===== src/rtl/key_clock_control.sv =====
`default_nettype none
// ---------------------------------------------------------------------------
// Module  : key_clock_control
// Purpose : Synchronizes and debounces board keys/switches, stretches the
//           core reset and generates the core clock-enable (run/halt/step).
// Rev     : 1.0  initial release
// ---------------------------------------------------------------------------
module key_clock_control #(
  parameter int DEBOUNCE_CYCLES = 1000000,
  parameter int RESET_STRETCH   = 16
) (
  input  logic       clock,
  input  logic       reset,
  input  logic [3:0] key_n,
  input  logic [9:0] switch,
  output logic [9:0] switch_sync,
  output logic [3:0] key_level,
  output logic [3:0] key_press,
  output logic [3:0] key_release,
  output logic       core_reset,
  output logic       core_clock_enable,
  output logic       run_mode
);

  localparam int CW = $clog2(DEBOUNCE_CYCLES);
  localparam int RW = $clog2(RESET_STRETCH + 1);
  localparam logic [CW-1:0] DB_LAST      = CW'(DEBOUNCE_CYCLES - 1);
  localparam logic [RW-1:0] STRETCH_LOAD = RW'(RESET_STRETCH);

  typedef enum logic {
    HALT = 1'b0,
    RUN  = 1'b1
  } mode_t;

  logic [3:0]    key_meta;
  logic [3:0]    key_sync;
  logic [9:0]    switch_meta;
  logic [CW-1:0] db_count [4];
  logic [RW-1:0] stretch;
  logic [RW-1:0] stretch_next;
  mode_t         mode;
  logic [14:0]   div_count;
  logic [15:0]   terminal;
  logic          div_pulse;
  logic          step_req;

  // Two-flop synchronizers; keys idle released (high), switches idle low
  always_ff @(posedge clock) begin
    if (reset) begin
      key_meta    <= '1;
      key_sync    <= '1;
      switch_meta <= '0;
      switch_sync <= '0;
    end else begin
      key_meta    <= key_n;
      key_sync    <= key_meta;
      switch_meta <= switch;
      switch_sync <= switch_meta;
    end
  end

  // Per-key debounce: accept a change only after DEBOUNCE_CYCLES differing samples
  always_ff @(posedge clock) begin
    if (reset) begin
      key_level   <= '0;
      key_press   <= '0;
      key_release <= '0;
      for (int i = 0; i < 4; i++) db_count[i] <= '0;
    end else begin
      key_press   <= '0;
      key_release <= '0;
      for (int i = 0; i < 4; i++) begin
        // key_sync is active-low, so key_sync != level means pressed == level
        if (key_sync[i] != key_level[i]) begin
          db_count[i] <= '0;
        end else if (db_count[i] == DB_LAST) begin
          db_count[i]    <= '0;
          key_level[i]   <= ~key_level[i];
          key_press[i]   <= ~key_level[i];
          key_release[i] <= key_level[i];
        end else begin
          db_count[i] <= db_count[i] + 1'b1;
        end
      end
    end
  end

  // Next stretch count: reload while reset or key 0 held, else count down
  always_comb begin
    stretch_next = stretch;
    if (reset || key_level[0]) begin
      stretch_next = STRETCH_LOAD;
    end else if (stretch != '0) begin
      stretch_next = stretch - 1'b1;
    end
  end

  // Stretch counter and registered core reset
  always_ff @(posedge clock) begin
    stretch    <= stretch_next;
    core_reset <= (stretch_next != '0);
  end

  // Divider terminal, run pulse and halt-mode step request
  always_comb begin
    terminal  = (16'd1 << switch_sync[3:0]) - 16'd1;
    div_pulse = (mode == RUN) && ({1'b0, div_count} >= terminal);
    step_req  = (mode == HALT) && key_press[2] && !key_press[1];
  end

  // Mode FSM, rate divider and registered clock enable
  always_ff @(posedge clock) begin
    if (reset) begin
      mode              <= HALT;
      run_mode          <= 1'b0;
      div_count         <= '0;
      core_clock_enable <= 1'b1;
    end else begin
      // Enable tracks the core reset so the core's synchronous reset is seen
      core_clock_enable <= (stretch_next != '0) || div_pulse || step_req;
      if (key_press[1]) begin
        mode      <= (mode == HALT) ? RUN : HALT;
        run_mode  <= (mode == HALT);
        div_count <= '0;
      end else if ((mode == RUN) && !div_pulse) begin
        div_count <= div_count + 15'd1;
      end else begin
        div_count <= '0;
      end
    end
  end

endmodule
`default_nettype wire


===== config.mk =====
export PLATFORM = sky130hd
export DESIGN_NAME = key_clock_control
export DESIGN_NICKNAME = d
export VERILOG_FILES = /design/src/rtl/key_clock_control.sv
export SDC_FILE = /design/constraint.sdc
export NUM_CORES = 1
export LEC_CHECK = 0
export BUFFER_PORTS_ARGS = -buffer_cell sky130_fd_sc_hd__buf_2
export CAP_MARGIN = 20
export CORE_MARGIN = 1.5
export CORE_UTILIZATION = 47
export DETAILED_ROUTE_END_ITERATION = 16
export MAX_ROUTING_LAYER = met4
export PLACE_DENSITY = 0.68
export SLEW_MARGIN = 20
export SYNTH_ARGS = -nofsm -noshare
export SYNTH_HDL_FRONTEND = slang
export SYNTH_SLANG_ARGS = --single-unit

===== constraint.sdc =====
create_clock -name clock -period 3.6 [get_ports clock]
set_input_delay 0.18 -clock clock [delete_from_list [all_inputs] [get_ports clock]]
set_output_delay 0.18 -clock clock [all_outputs]
set_load 0.005 [all_outputs]

==> results.sh <==
export IMPL_antenna_found_initial=0
export IMPL_rr_startpoint="switch_sync[2]"
export IMPL_maxCapViolCount=0
export IMPL_via_per_inst=4.96
export IMPL_n_antenna_cell=0
export IMPL_yosysTopAreaCell="edfxtp_1"
export IMPL_ir_drop_uv=386
export IMPL_syn_inst=674
export IMPL_h_tree_depth=4
export IMPL_cts_buffers=17
export IMPL_skew_ps=8.01
export IMPL_synthToLayoutAreaGrowth_pct=19.6
export IMPL_synth_xor_area_frac=0.116
export IMPL_synthDistinctLibCells=46
export IMPL_ios=41
export IMPL_initial_core_util=0.487
export IMPL_path_buf_inv=0
export IMPL_grt_usage=0.187
export IMPL_synthTopCellsByArea="edfxtp_1 35%, dfxtp_1 18%, xor2_1 6.8%"
export IMPL_slew_headroom=0.379
export IMPL_worst_path_max_delay_cell="dfxtp_1"
export IMPL_die_area_um2=15300
export IMPL_ys_ff_latch=143
export IMPL_yosysMostFrequentCell="nor2_1"
export IMPL_hold_viol_final=0
export IMPL_async_reset_ff_frac=0
export IMPL_nNetsFinal=844
export IMPL_startpoint_type="register"
export IMPL_gp_congestion=0.833
export IMPL_synth_seq_area_share=0.533
export IMPL_crit_path_end_kind="register"
export IMPL_clk_pin_slew_ps=60
export IMPL_crit_required_ps=3940
export IMPL_synth_top_family_by_area="simple AND/OR/NAND/NOR gates"
export IMPL_critical_path_top_delay_family="simple AND/OR/NAND/NOR gates"
export IMPL_synth_top_area_frac=0.350
export IMPL_synth_ff_type="edfxtp_1"
export IMPL_cts_path_max_buffers=2
export IMPL_first_global_vias=4828
export IMPL_p_per_area_nw_per_um2=469
export IMPL_min_path_type="primary input to register"
export IMPL_drcViolationCount=0
export IMPL_die_h_um=124
export IMPL_grt_pass1_wl_mm=21.6
export IMPL_power_mw=3.85
export IMPL_hold_start="reset"
export IMPL_cts_tree="yes"
export IMPL_setup_tns_final_ps=0
export IMPL_grt_setup_unrepaired="no"
export IMPL_p_leak_nw=3.10
export IMPL_wl_per_cell_um=12.9
export IMPL_rows=43
export IMPL_hpwl_mm=8.86
export IMPL_cp_startpoint="switch_sync[2]"
export IMPL_clock_sinks=143
export IMPL_post_cts_buffers=0
export IMPL_cp_arrival_ps=3560
export IMPL_cp_max_fo=16
export IMPL_synthMuxAreaShare=0.00146
export IMPL_synth_simple_area_share=0.254
export IMPL_drt_total_wl_mm=12.9
export IMPL_vias=4953
export IMPL_status="finished, final reports clean"
export IMPL_synthAdderAreaFrac=0.0401
export IMPL_fmax_mhz=310
export IMPL_yosys_warnings=0
export IMPL_synth_area_um2=6870
export IMPL_final_min_clock_period_ps=3220
export IMPL_worstPathCellList="nor2_1 -> nand3b_1 -> ha_1 -> xor2_1 -> ha_1 -> a31oi_1 -> nor2b_1 -> o311ai_0 -> nand3_2 -> nor2_1"
export IMPL_cpPeakStageDelay_ps=610
export IMPL_synth_edf_count=80
export IMPL_insertion_delay_ps=420
export IMPL_overflow=0
export IMPL_final_antenna_net_count=0
export IMPL_grt_max_degree=48
export IMPL_dr_pass1_iters=5
export IMPL_drive_gt1_frac=0.103
export IMPL_synth_compound_area_frac=0.0322
export IMPL_die_w_um=124
export IMPL_drv_slew=0
export IMPL_setup_viol=0
export IMPL_avgSynthCellArea_um2=10.2
export IMPL_synthTopCellsByCount="122 x nor2_1, 80 x edfxtp_1, 63 x dfxtp_1, 53 x xor2_1, 48 x nand3_1"
export IMPL_path_class="register to register"
export IMPL_coreArea_um2=14100
export IMPL_numPortBuffers=40
export IMPL_tightestPinTransition_ps=924
export IMPL_cts_root_buf="clkbuf_16"
export IMPL_dr_first_iter_drc_count=316
export IMPL_min_period_over_period=0.895
==> routing by layer <==
| metal | routed length [um] | track usage | part of all wire | vias up |
|---|---|---|---|---|
| met2 | 6290 | 0.304 | 0.49 | 53 |
| met4 | 154 | 0.0553 | 0.012 | 0 |
| li1 | - | - | - | 2540 |
| met3 | 366 | 0.0527 | 0.028 | 15 |
| met5 | 0 | - | 0 | - |
| met1 | 6050 | 0.227 | 0.47 | 2345 |
==> flip-flops by register name (all words and copies together), names as in the netlist <==
name	flops
switch_meta	10
stretch	5
core_clock_enable	1
db_count	80
key_sync	4
key_press	4
switch_sync	10
key_level	4
key_release	4
core_reset	1
run_mode	1
div_count	15
key_meta	4
==> worst paths after layout <==
| check | slack, ps | cells past startpoint | endpoint |
|---|---|---|---|
| worst min register to register | 420 | 1 | key_sync[3] |
| worst max register to register | 380 | 10 | div_count[13] |
| worst min-delay path | 350 | 2 | key_level[3] |
| worst max-delay path | 380 | 10 | div_count[13] |
==> area by class of cell <==
| class | instances | area [um^2] |
|---|---|---|
| inverter | 12 | 45.0 |
| clock buffer | 24 | 536 |
| multi-input combinational | 578 | 3360 |
| sequential | 143 | 3660 |
| fill | 1236 | 5880 |
| timing repair buffer | 54 | 340 |
| clock inverter | 8 | 47.5 |
| tap | 180 | 225 |
==> worst register-to-register path: cells and delay by family (launching register included) <==
family                   cells  cell delay (ps)
flip-flops                   1              610
AO/OA/AOI/OAI                2              730
XOR/XNOR                     1              190
adder cells (fa/ha/maj)      2              590
AND/OR/NAND/NOR              5             1010
==> where the power goes <==
group,internal (mW),switching [mW],leakage [nW],total [mW]
Clock,1.04,0.659,0.288,1.70
Sequential,1.80,0.0757,1.34,1.88
Combinational,0.132,0.144,1.47,0.276
==> layout by cell type, fill, tap and decap left out, drive strengths merged, types with 4 or more instances in the layout <==
cell / netlist / layout
clkinv: 0 / 4
nor2: 122 / 122
o21ai: 4 / 4
and4: 9 / 9
inv: 12 / 14
xor2: 53 / 53
ha: 22 / 22
conb: 1 / 80
edfxtp: 80 / 80
and3: 15 / 15
nor4: 6 / 6
nand4: 17 / 17
xnor2: 38 / 38
nor2b: 24 / 24
a21oi: 15 / 15
or2: 13 / 13
nand2: 45 / 45
nor4b: 6 / 6
nor3: 28 / 28
dlygate4sd3: 0 / 14
buf: 6 / 40
clkbuf: 14 / 24
a21o: 4 / 4
nand3: 48 / 48
dfxtp: 63 / 63
==> logic make-up (layout without fill, tap and decap cells) <==
| family | after synthesis | after routing |
|---|---|---|
| AOI/OAI and AO/OA | 35 | 35 |
| and+or+nand+nor | 349 | 349 |
| DFF | 143 | 143 |
| other | 1 | 80 |
| xor gates and xnor gates | 91 | 91 |
| buffers and inverters | 32 | 98 |
| adders and majority gates | 22 | 22 |
| muxes | 1 | 1 |
==> repair_timing <==
| action | CTS | global route |
|---|---|---|
| setup endpoints to repair | 0 | 3 |
| gates resized for setup | 0 | 1 |
| hold endpoints to repair | 14 | 0 |
| hold buffers | 14 | 0 |
==> metrics by stage <==
step | worst slack, ps | area, um^2 | cells | util | hold slack (ps)
after global routing | 129 | 8210 | 999 | 0.583 | 389
after CTS | 287 | 8210 | 999 | 0.582 | 351
after global placement | 616 | 7480 | 953 | 0.531 | 364
final | 379 | 8210 | 999 | 0.583 | 352
after detailed placement | 407 | 7480 | 953 | 0.531 | 370
after floorplan | 670 | 7160 | 753 | - | 284
Note: power is estimated with default switching activity, not from simulation.
